===== src/rtl/regfile_access_sequencer.sv =====
// Sequences reads, buffered writes and clears onto the single register-file command port.
// Read data returns 2 edges after acceptance; reads stall on a full buffer or on a pending write hazard.
module regfile_access_sequencer #(
  parameter int WB_DEPTH   = 4,
  parameter int DATA_WIDTH = 32,
  parameter int ADDR_WIDTH = 5
) (
  input  logic                          clock,
  input  logic                          reset,
  input  logic                          rd_req_valid,
  output logic                          rd_req_ready,
  input  logic [ADDR_WIDTH-1:0]         rd_src1,
  input  logic [ADDR_WIDTH-1:0]         rd_src2,
  output logic                          rd_resp_valid,
  output logic [DATA_WIDTH-1:0]         rd_data1,
  output logic [DATA_WIDTH-1:0]         rd_data2,
  input  logic                          wr_req_valid,
  output logic                          wr_req_ready,
  input  logic [ADDR_WIDTH-1:0]         wr_dst,
  input  logic [DATA_WIDTH-1:0]         wr_data,
  input  logic                          clear_req,
  output logic                          clear_ack,
  output logic [$clog2(WB_DEPTH):0]     wb_count,
  output logic [DATA_WIDTH-1:0]         rf_in,
  output logic [ADDR_WIDTH-1:0]         rf_select_input,
  output logic [ADDR_WIDTH-1:0]         rf_select_output_1,
  output logic [ADDR_WIDTH-1:0]         rf_select_output_2,
  output logic                          rf_read,
  output logic                          rf_write,
  output logic                          rf_enable,
  output logic                          rf_reset,
  input  logic [DATA_WIDTH-1:0]         rf_data_1,
  input  logic [DATA_WIDTH-1:0]         rf_data_2
);

  localparam int PW = $clog2(WB_DEPTH);
  localparam int CW = PW + 1;

  typedef enum logic [1:0] {RUN, CLEAR, CLEAR_DONE} state_t;
  typedef enum logic [1:0] {CMD_IDLE, CMD_READ, CMD_WRITE, CMD_CLEAR} cmd_t;

  state_t state_q, state_d;
  cmd_t   cmd_d;

  logic [ADDR_WIDTH-1:0] wb_dst_q [WB_DEPTH];
  logic [DATA_WIDTH-1:0] wb_dat_q [WB_DEPTH];
  logic [WB_DEPTH-1:0]   wb_vld_q;
  logic [PW-1:0]         head_q, tail_q;
  logic [CW-1:0]         count_q;

  logic full, empty, hazard, run;
  logic push, pop, flush, rd_go;

  assign full  = (count_q == CW'(WB_DEPTH));
  assign empty = (count_q == '0);
  assign run   = (state_q == RUN);

  // Hazard looks at every live entry, not just the head, since any of them may alias a source.
  always_comb begin
    hazard = 1'b0;
    for (int i = 0; i < WB_DEPTH; i++) begin
      if (wb_vld_q[i] && ((wb_dst_q[i] == rd_src1) || (wb_dst_q[i] == rd_src2))) begin
        hazard = 1'b1;
      end
    end
  end

  assign rd_req_ready = run & ~clear_req & ~full & ~hazard;
  assign wr_req_ready = run & ~full;
  assign rd_go        = rd_req_valid & rd_req_ready;
  assign push         = wr_req_valid & wr_req_ready;

  always_ff @(posedge clock) begin
    if (reset) begin
      state_q <= RUN;
    end else begin
      state_q <= state_d;
    end
  end

  always_comb begin
    state_d = state_q;
    cmd_d   = CMD_IDLE;
    pop     = 1'b0;
    flush   = 1'b0;
    case (state_q)
      RUN: begin
        if (clear_req) begin
          state_d = CLEAR;
          cmd_d   = CMD_CLEAR;
          flush   = 1'b1;
        end else if (full) begin
          cmd_d = CMD_WRITE;
          pop   = 1'b1;
        end else if (rd_go) begin
          cmd_d = CMD_READ;
        end else if (!empty) begin
          cmd_d = CMD_WRITE;
          pop   = 1'b1;
        end
      end
      CLEAR:      state_d = CLEAR_DONE;
      CLEAR_DONE: state_d = RUN;
      default:    state_d = RUN;
    endcase
  end

  // A clear discards everything, including a write handed over on the same edge.
  always_ff @(posedge clock) begin
    if (reset || flush) begin
      head_q   <= '0;
      tail_q   <= '0;
      count_q  <= '0;
      wb_vld_q <= '0;
    end else begin
      if (push) begin
        wb_vld_q[tail_q] <= 1'b1;
        tail_q           <= tail_q + 1'b1;
      end
      if (pop) begin
        wb_vld_q[head_q] <= 1'b0;
        head_q           <= head_q + 1'b1;
      end
      case ({push, pop})
        2'b10:   count_q <= count_q + 1'b1;
        2'b01:   count_q <= count_q - 1'b1;
        default: count_q <= count_q;
      endcase
    end
  end

  always_ff @(posedge clock) begin
    if (push) begin
      wb_dst_q[tail_q] <= wr_dst;
      wb_dat_q[tail_q] <= wr_data;
    end
  end

  always_ff @(posedge clock) begin
    if (reset) begin
      rf_read            <= 1'b0;
      rf_write           <= 1'b0;
      rf_reset           <= 1'b0;
      rf_enable          <= 1'b0;
      rf_in              <= '0;
      rf_select_input    <= '0;
      rf_select_output_1 <= '0;
      rf_select_output_2 <= '0;
      rd_resp_valid      <= 1'b0;
      clear_ack          <= 1'b0;
    end else begin
      rf_read       <= (cmd_d == CMD_READ);
      rf_write      <= (cmd_d == CMD_WRITE);
      rf_reset      <= (cmd_d == CMD_CLEAR);
      rf_enable     <= (cmd_d != CMD_IDLE);
      rd_resp_valid <= rf_read;
      clear_ack     <= (state_q == CLEAR_DONE);
      if (cmd_d == CMD_READ) begin
        rf_select_output_1 <= rd_src1;
        rf_select_output_2 <= rd_src2;
      end
      if (cmd_d == CMD_WRITE) begin
        rf_select_input <= wb_dst_q[head_q];
        rf_in           <= wb_dat_q[head_q];
      end
    end
  end

  assign rd_data1 = rf_data_1;
  assign rd_data2 = rf_data_2;
  assign wb_count = count_q;

endmodule


===== config.mk =====
export PLATFORM = sky130hd
export DESIGN_NAME = regfile_access_sequencer
export DESIGN_NICKNAME = d
export VERILOG_FILES = /design/src/rtl/regfile_access_sequencer.sv
export SDC_FILE = /design/constraint.sdc
export NUM_CORES = 1
export LEC_CHECK = 0
export ABC_AREA = 1
export CORE_MARGIN = 3
export CORE_UTILIZATION = 45
export CTS_CLUSTER_DIAMETER = 30
export DETAILED_ROUTE_END_ITERATION = 8
export GPL_TIMING_DRIVEN = 0
export PLACE_DENSITY = 0.87
export SYNTH_ARGS = -nofsm -noshare
export SYNTH_HDL_FRONTEND = slang
export SYNTH_SLANG_ARGS = --single-unit

===== constraint.sdc =====
create_clock -name clock -period 2.7 [get_ports clock]
set_clock_uncertainty 0.15 [all_clocks]
set_input_delay 0.27 -clock clock [delete_from_list [all_inputs] [get_ports clock]]
set_output_delay 0.27 -clock clock [all_outputs]
set_load 0.005 [all_outputs]

## Yosys cells after proc, flatten, opt, wreduce, memory -nomap -nowiden

Memory sizes are Yosys's and may differ from the RTL's. A register that Yosys moved wholly into a read port is not among the register bits.
Cells that the tools add are included.

| word-level totals | value |
|---|---|
| bits in registers | 29 |
| latch bits | 0 |
| memory bits (writable) | 148 |
| memory bits (read-only) | 0 |
| input port bits | 116 |
| output and inout bits | 122 |
| word-level logic and storage cells | 95 |
| memories | 2 |

| operators by class | value |
|---|---|
| $add $sub $neg | 4 |
| multipliers | 0 |
| divide/modulo/power cells | 0 |
| order comparisons | 4 |
| eq/ne operators | 17 |
| shift operators | 0 |
| mux-type cells | 28 |
| bitwise logic cells | 12 |
| reduce and logical (&&, ||, !) cells | 15 |

Memory list:

| name | depth | width | read ports | clocked after memory_dff | write ports | RTL line | text |
|---|---|---|---|---|---|---|---|
| wb_dat_q | 4 | 32 | 1 | 1 | 1 | 46 | `logic [DATA_WIDTH-1:0] wb_dat_q [WB_DEPTH];` |
| wb_dst_q | 4 | 5 | 5 | 1 | 1 | 45 | `logic [ADDR_WIDTH-1:0] wb_dst_q [WB_DEPTH];` |

Operator list:

| cell | count |
|---|---|
| $eq A5 B5 Y1 | 8 |
| $mux W1 | 15 |
| $mux W2 | 6 |
| $mux W4 | 3 |
| $eq A2 B2 Y1 const B | 4 |
| $and A1 B1 Y1 | 6 |
| $eq A2 B1 Y1 const B | 3 |
| $logic_and A1 B1 Y1 | 6 |
| $lt A2 B3 Y1 const B | 2 |
| $pmux W3 S2 | 1 |
| $logic_or A1 B1 Y1 | 5 |
| $add A2 B1 Y2 const B | 2 |
| $and A4 B4 Y4 | 1 |
| $demux W1 S2 | 2 |
| $ge A2 B1 Y1 const B | 2 |
| $not A4 Y4 | 1 |
| $or A4 B4 Y4 | 1 |
| $pmux W2 S2 | 1 |
| $reduce_bool A2 Y1 | 2 |
| $add A3 B1 Y3 const B | 1 |
| $eq A3 B3 Y1 const B | 1 |
| $logic_not A3 Y1 | 1 |
| $not A1 Y1 | 3 |
| $sub A3 B1 Y3 const B | 1 |
| 2 further kinds | 2 |

## Logic depth before layout (Yosys ltp)

| logic depth | value |
|---|---|
| depth in word-level cells | 16 |
| depth in mapped cells | 20 |
| gate-level depth less buffers | 19 |

## Worst setup path after synthesis

No wires, ideal clock.

| timing path | value |
|---|---|
| path type | register -> register |
| from | register count_q[0], in the netlist wb_count[0] |
| to | memory wb_dat_q[0][0], enable pin |
| library setup time | 0.433 ns |
| arrival time | 2.541 ns |
| required time | 2.117 ns |
| setup slack | -0.424 ns |
| cell stages (with the launch flop) | 7 |
| buffers on the path | 0 |
| clock period less this slack | 3.124 ns |
| path through | dfxtp_1 -> nor2_1 -> inv_1 -> nor2_1 -> nor2_1 -> nand2_1 -> nor2_1 |

| between the ends | value |
|---|---|
| longest elaborated chain between the ends | 6 |

RTL lines:

| item | RTL line | text |
|---|---|---|
| start, declared | 49 | `logic [CW-1:0] count_q;` |
| start signal, assigned | 125 | `2'b10: count_q <= count_q + 1'b1;` |
| start signal, assigned | 126 | `2'b01: count_q <= count_q - 1'b1;` |
| start signal, assigned | 127 | `default: count_q <= count_q;` |
| $eq A3 B3 Y1 | 54 | `assign full = (count_q == CW'(WB_DEPTH));` |
| $not A1 Y1 | 69 | `assign wr_req_ready = run & ~full;` |
| $and A1 B1 Y1 | 69 |  |
| via wr_req_ready | 18 | `output logic wr_req_ready,` |
| $and A1 B1 Y1 | 71 | `assign push = wr_req_valid & wr_req_ready;` |
| $mux W1 | 133 | `if (push) begin` |
| $mux W1 (implied by the code) | 135 | `wb_dat_q[tail_q] <= wr_data;` |
| end, declared | 46 |  |

The timed path passes the listed nets, and every way through them passes these cells.

==> summary.txt <==
Status
  • Status: finished with violations
  • Failing checks: negative setup slack

Logic synthesis
  • Ys Warns: 0
  • Seq cells post-synth: 214
  • Synth unique cells: 32
  • Post-synth EDFFs: 148
  • Top-area cell type share of the netlist area: 0.458
  • Sequential area share after synthesis: 0.594
  • Synthesized instance count: 1021
  • Mapped Avg Cell Area: 9.50 um2
  • Largest cells by area after synthesis: edfxtp_1 (46%), dfxtp_1 (14%), nand2_1 (11%)
  • Syn nets: 1147
  • Primary FF master, synth: edfxtp_1
  • Largest area contributor in the netlist: edfxtp_1
  • Mapped cell area: 9700 um2
  • Async SR Flop Fraction: 0

Power
  • Max VDD drop: 0.000565 V
  • Pwr Total: 9.88 mW
  • Power Density: 729 nW/um2
  • LEAKAGE: 5.59 nW

Global routing
  • GRT overflow: 0
  • Number of global-route vias before repair: 7837
  • First-pass GRT wire length: 42300 um
  • Initial antenna violation count: 3
  • Largest net degree at the start of global routing: 27
  • GRT Util Overall: 0.227

Finish
  • Most common cell after layout, fill and taps aside: nand2_1
  • Layout cell share with drive strength beyond 1: 0.170
  • Fin cells: 1570
  • Design Area, Final: 13500 um2
  • Area growth syn-to-layout: 39.7%
  • Final #Nets: 1388
  • Fillcell total: 1603
  • Multi-input gate area: 2810 um2
  • Most frequent cells in the layout: nand2_1 (284), clkdlybuf4s50_1 (165), edfxtp_1 (148), inv_1 (113), buf_4 (89)
  • Storage cell area: 5770 um2
  • Final core utilization: 0.643

Clock network
  • CTS tree: yes
  • H-tree levels: 2
  • Clock sinks: 214
  • Clock buffer count from CTS: 39
  • Root Buffer: clkbuf_16
  • Clock Tree Buf Depth: 3
  • CTS clock-pin slew for the worst setup and hold paths: 0.06 ns
  • Worst-Skew Late Latency: 0.52 ns

Worst setup path
  • Worst setup EP type: flip-flop
  • Worst Path Required: 2.95 ns
  • Cells on worst reg2reg path: 19
  • R2r setup slk: -0.14 ns
  • Max Fanout on Critical Path: 4
  • R2r startpoint: wb_dst_q[2][3]
  • Crit path DAT: 3.09 ns
  • Reg-to-reg endpoint: wb_count[2]
  • Setup Crit Path Kind: flip-flop to flip-flop
  • CP startpoint kind: flip-flop

Timing
  • Worst hold slack: 0.136 ns
  • Final setup vio count: 3
  • Worst Slack Setup Final: -0.137 ns
  • Worst slew pin tran: 0.672 ns
  • Max transition margin: 0.552
  • RSZ-0062 raised after global routing: yes
  • Tcrit/Tclk final: 1.05
  • Final hold vios: 0
  • Final min period: 2.84 ns
  • Setup total negative slack: -0.276 ns
  • Slew Viols, Final: 0
  • FMAX: 352 MHz

Run
  • Max Cap Violations: 0

Worst hold path
  • Hold Crit Depth: 2
  • Worst Hold Class: input pin to flip-flop
  • Hold wc startpoint: reset
  • Hold endpoint: rf_select_output_2[2]

Detailed routing
  • Post-DRT Antenna Nets: 0
  • Drt drc: 0
  • Via density: 5.17
  • Wire length per cell: 18.3 um
  • Initial drt markers: 665
  • Total Wirelength: 28700 um
  • First-pass DRT Iterations: 6
  • Via Count: 8116

Die
  • Top Ports: 238
  • Num rows: 53
  • Initial core utilization: 0.460
  • Full die area: 23400 um2
  • Die Ht: 153 um
  • DIE WIDTH: 153 um
  • Core area: 21100 um2

Place
  • Place WS: -0.894 ns
  • Post-DP HPWL: 18800 um
  • Port Buf Inserts: 167
  • Placed Cells: 1467
  • Global placer's final weighted congestion: 0.827
  • Area of placed instances: 11800 um2
## per-layer routing
layer	share of wire	routed length [um]	vias to the layer above	global-route usage
met3	0.090	2580	96	0.0481
met1	0.35	10100	3745	0.258
met2	0.52	15000	514	0.425
met5	0.00045	13	-	0
met4	0.035	1010	2	0.0755
li1	-	-	3759	-
## final cells by class
type	count	area share
clock inverter	26	0.0237
antenna	2	0.000369
inverter	127	0.0356
multi-input combinational	568	0.208
clock buffer	46	0.0770
timing repair buffer	200	0.150
sequential	214	0.426
buffer	112	0.0551
tap	275	0.0254
## flip-flops by register name, summed over array words and instances (netlist names)
name                cells
rf_reset                1
wb_dst_q               20
state_q                 2
rf_write                1
rf_select_input         5
rf_select_output_2      5
rf_enable               1
tail_q                  2
rf_read                 1
wb_vld_q                4
rf_select_output_1      5
wb_dat_q              128
clear_ack               1
head_q                  2
rd_resp_valid           1
wb_count                3
rf_in                  32
## worst max path at each step
stage	start	endpoint	slack (ns)
CTS	wb_dst_q[3][2]	wb_count[1]	-0.04
global placement	state_q[1]	wb_dat_q[3][24]	-1.82
detailed placement	rd_src2[1]	wb_count[2]	-0.89
global route	wb_dst_q[2][3]	wb_count[2]	-0.25
finish	wb_dst_q[2][3]	wb_count[2]	-0.14
floorplan	wb_count[0]	wb_dat_q[0][0]	-0.42
## cells in the mapped netlist, types with 3 or more instances
| cell | instances |
|---|---|
| nor2_1 | 79 |
| inv_1 | 117 |
| nor2_2 | 3 |
| a21oi_1 | 58 |
| nand3_1 | 55 |
| nand2_1 | 287 |
| xnor2_1 | 8 |
| clkbuf_1 | 24 |
| nor3_1 | 3 |
| buf_4 | 68 |
| inv_2 | 9 |
| buf_2 | 4 |
| buf_6 | 8 |
| o21ai_0 | 16 |
| a32o_1 | 31 |
| o21a_1 | 4 |
| dfxtp_1 | 66 |
| ha_1 | 9 |
| buf_1 | 8 |
| edfxtp_1 | 148 |
## report_power, final
part / switching [mW] / internal [mW]
logic: 0.616 / 0.581
clock network: 1.79 / 3.15
registers: 0.0687 / 3.68
## repair_timing
action / 4_1_cts / 5_1_grt
pin swaps: 12 / 18
setup endpoints to repair: 4 / 70
hold buffers: 5 / 0
endpoints found under the hold margin: 5 / 0
setup buffers: 12 / 12
gates resized for setup: 15 / 16
## cell families after synthesis
family / after synthesis / synth area share
adder cells (fa/ha/maj): 10 / 0.0137
XOR/XNOR: 10 / 0.00903
flip-flops: 214 / 0.594
buffers and inverters: 239 / 0.126
AO/OA/AOI/OAI: 112 / 0.0756
AND/OR/NAND/NOR: 436 / 0.182
## worst max-delay path, cell delays in order, from the launching register on
cell and delay [ns]:
edfxtp_1 0.43, inv_1 0.09, nand2_1 0.10, nand2_1 0.09, nor2_2 0.09, nand3_1 0.09
nand2_1 0.09, nand2_1 0.06, nand2_2 0.09, inv_2 0.05, nand4_1 0.17, nand3_4 0.12
inv_4 0.08, ha_4 0.13, inv_4 0.04, fa_2 0.36, a21oi_2 0.17, o21ai_2 0.09
o21ai_1 0.17, a21oi_2 0.05
No activity file was read; power rests on OpenSTA's default activity.
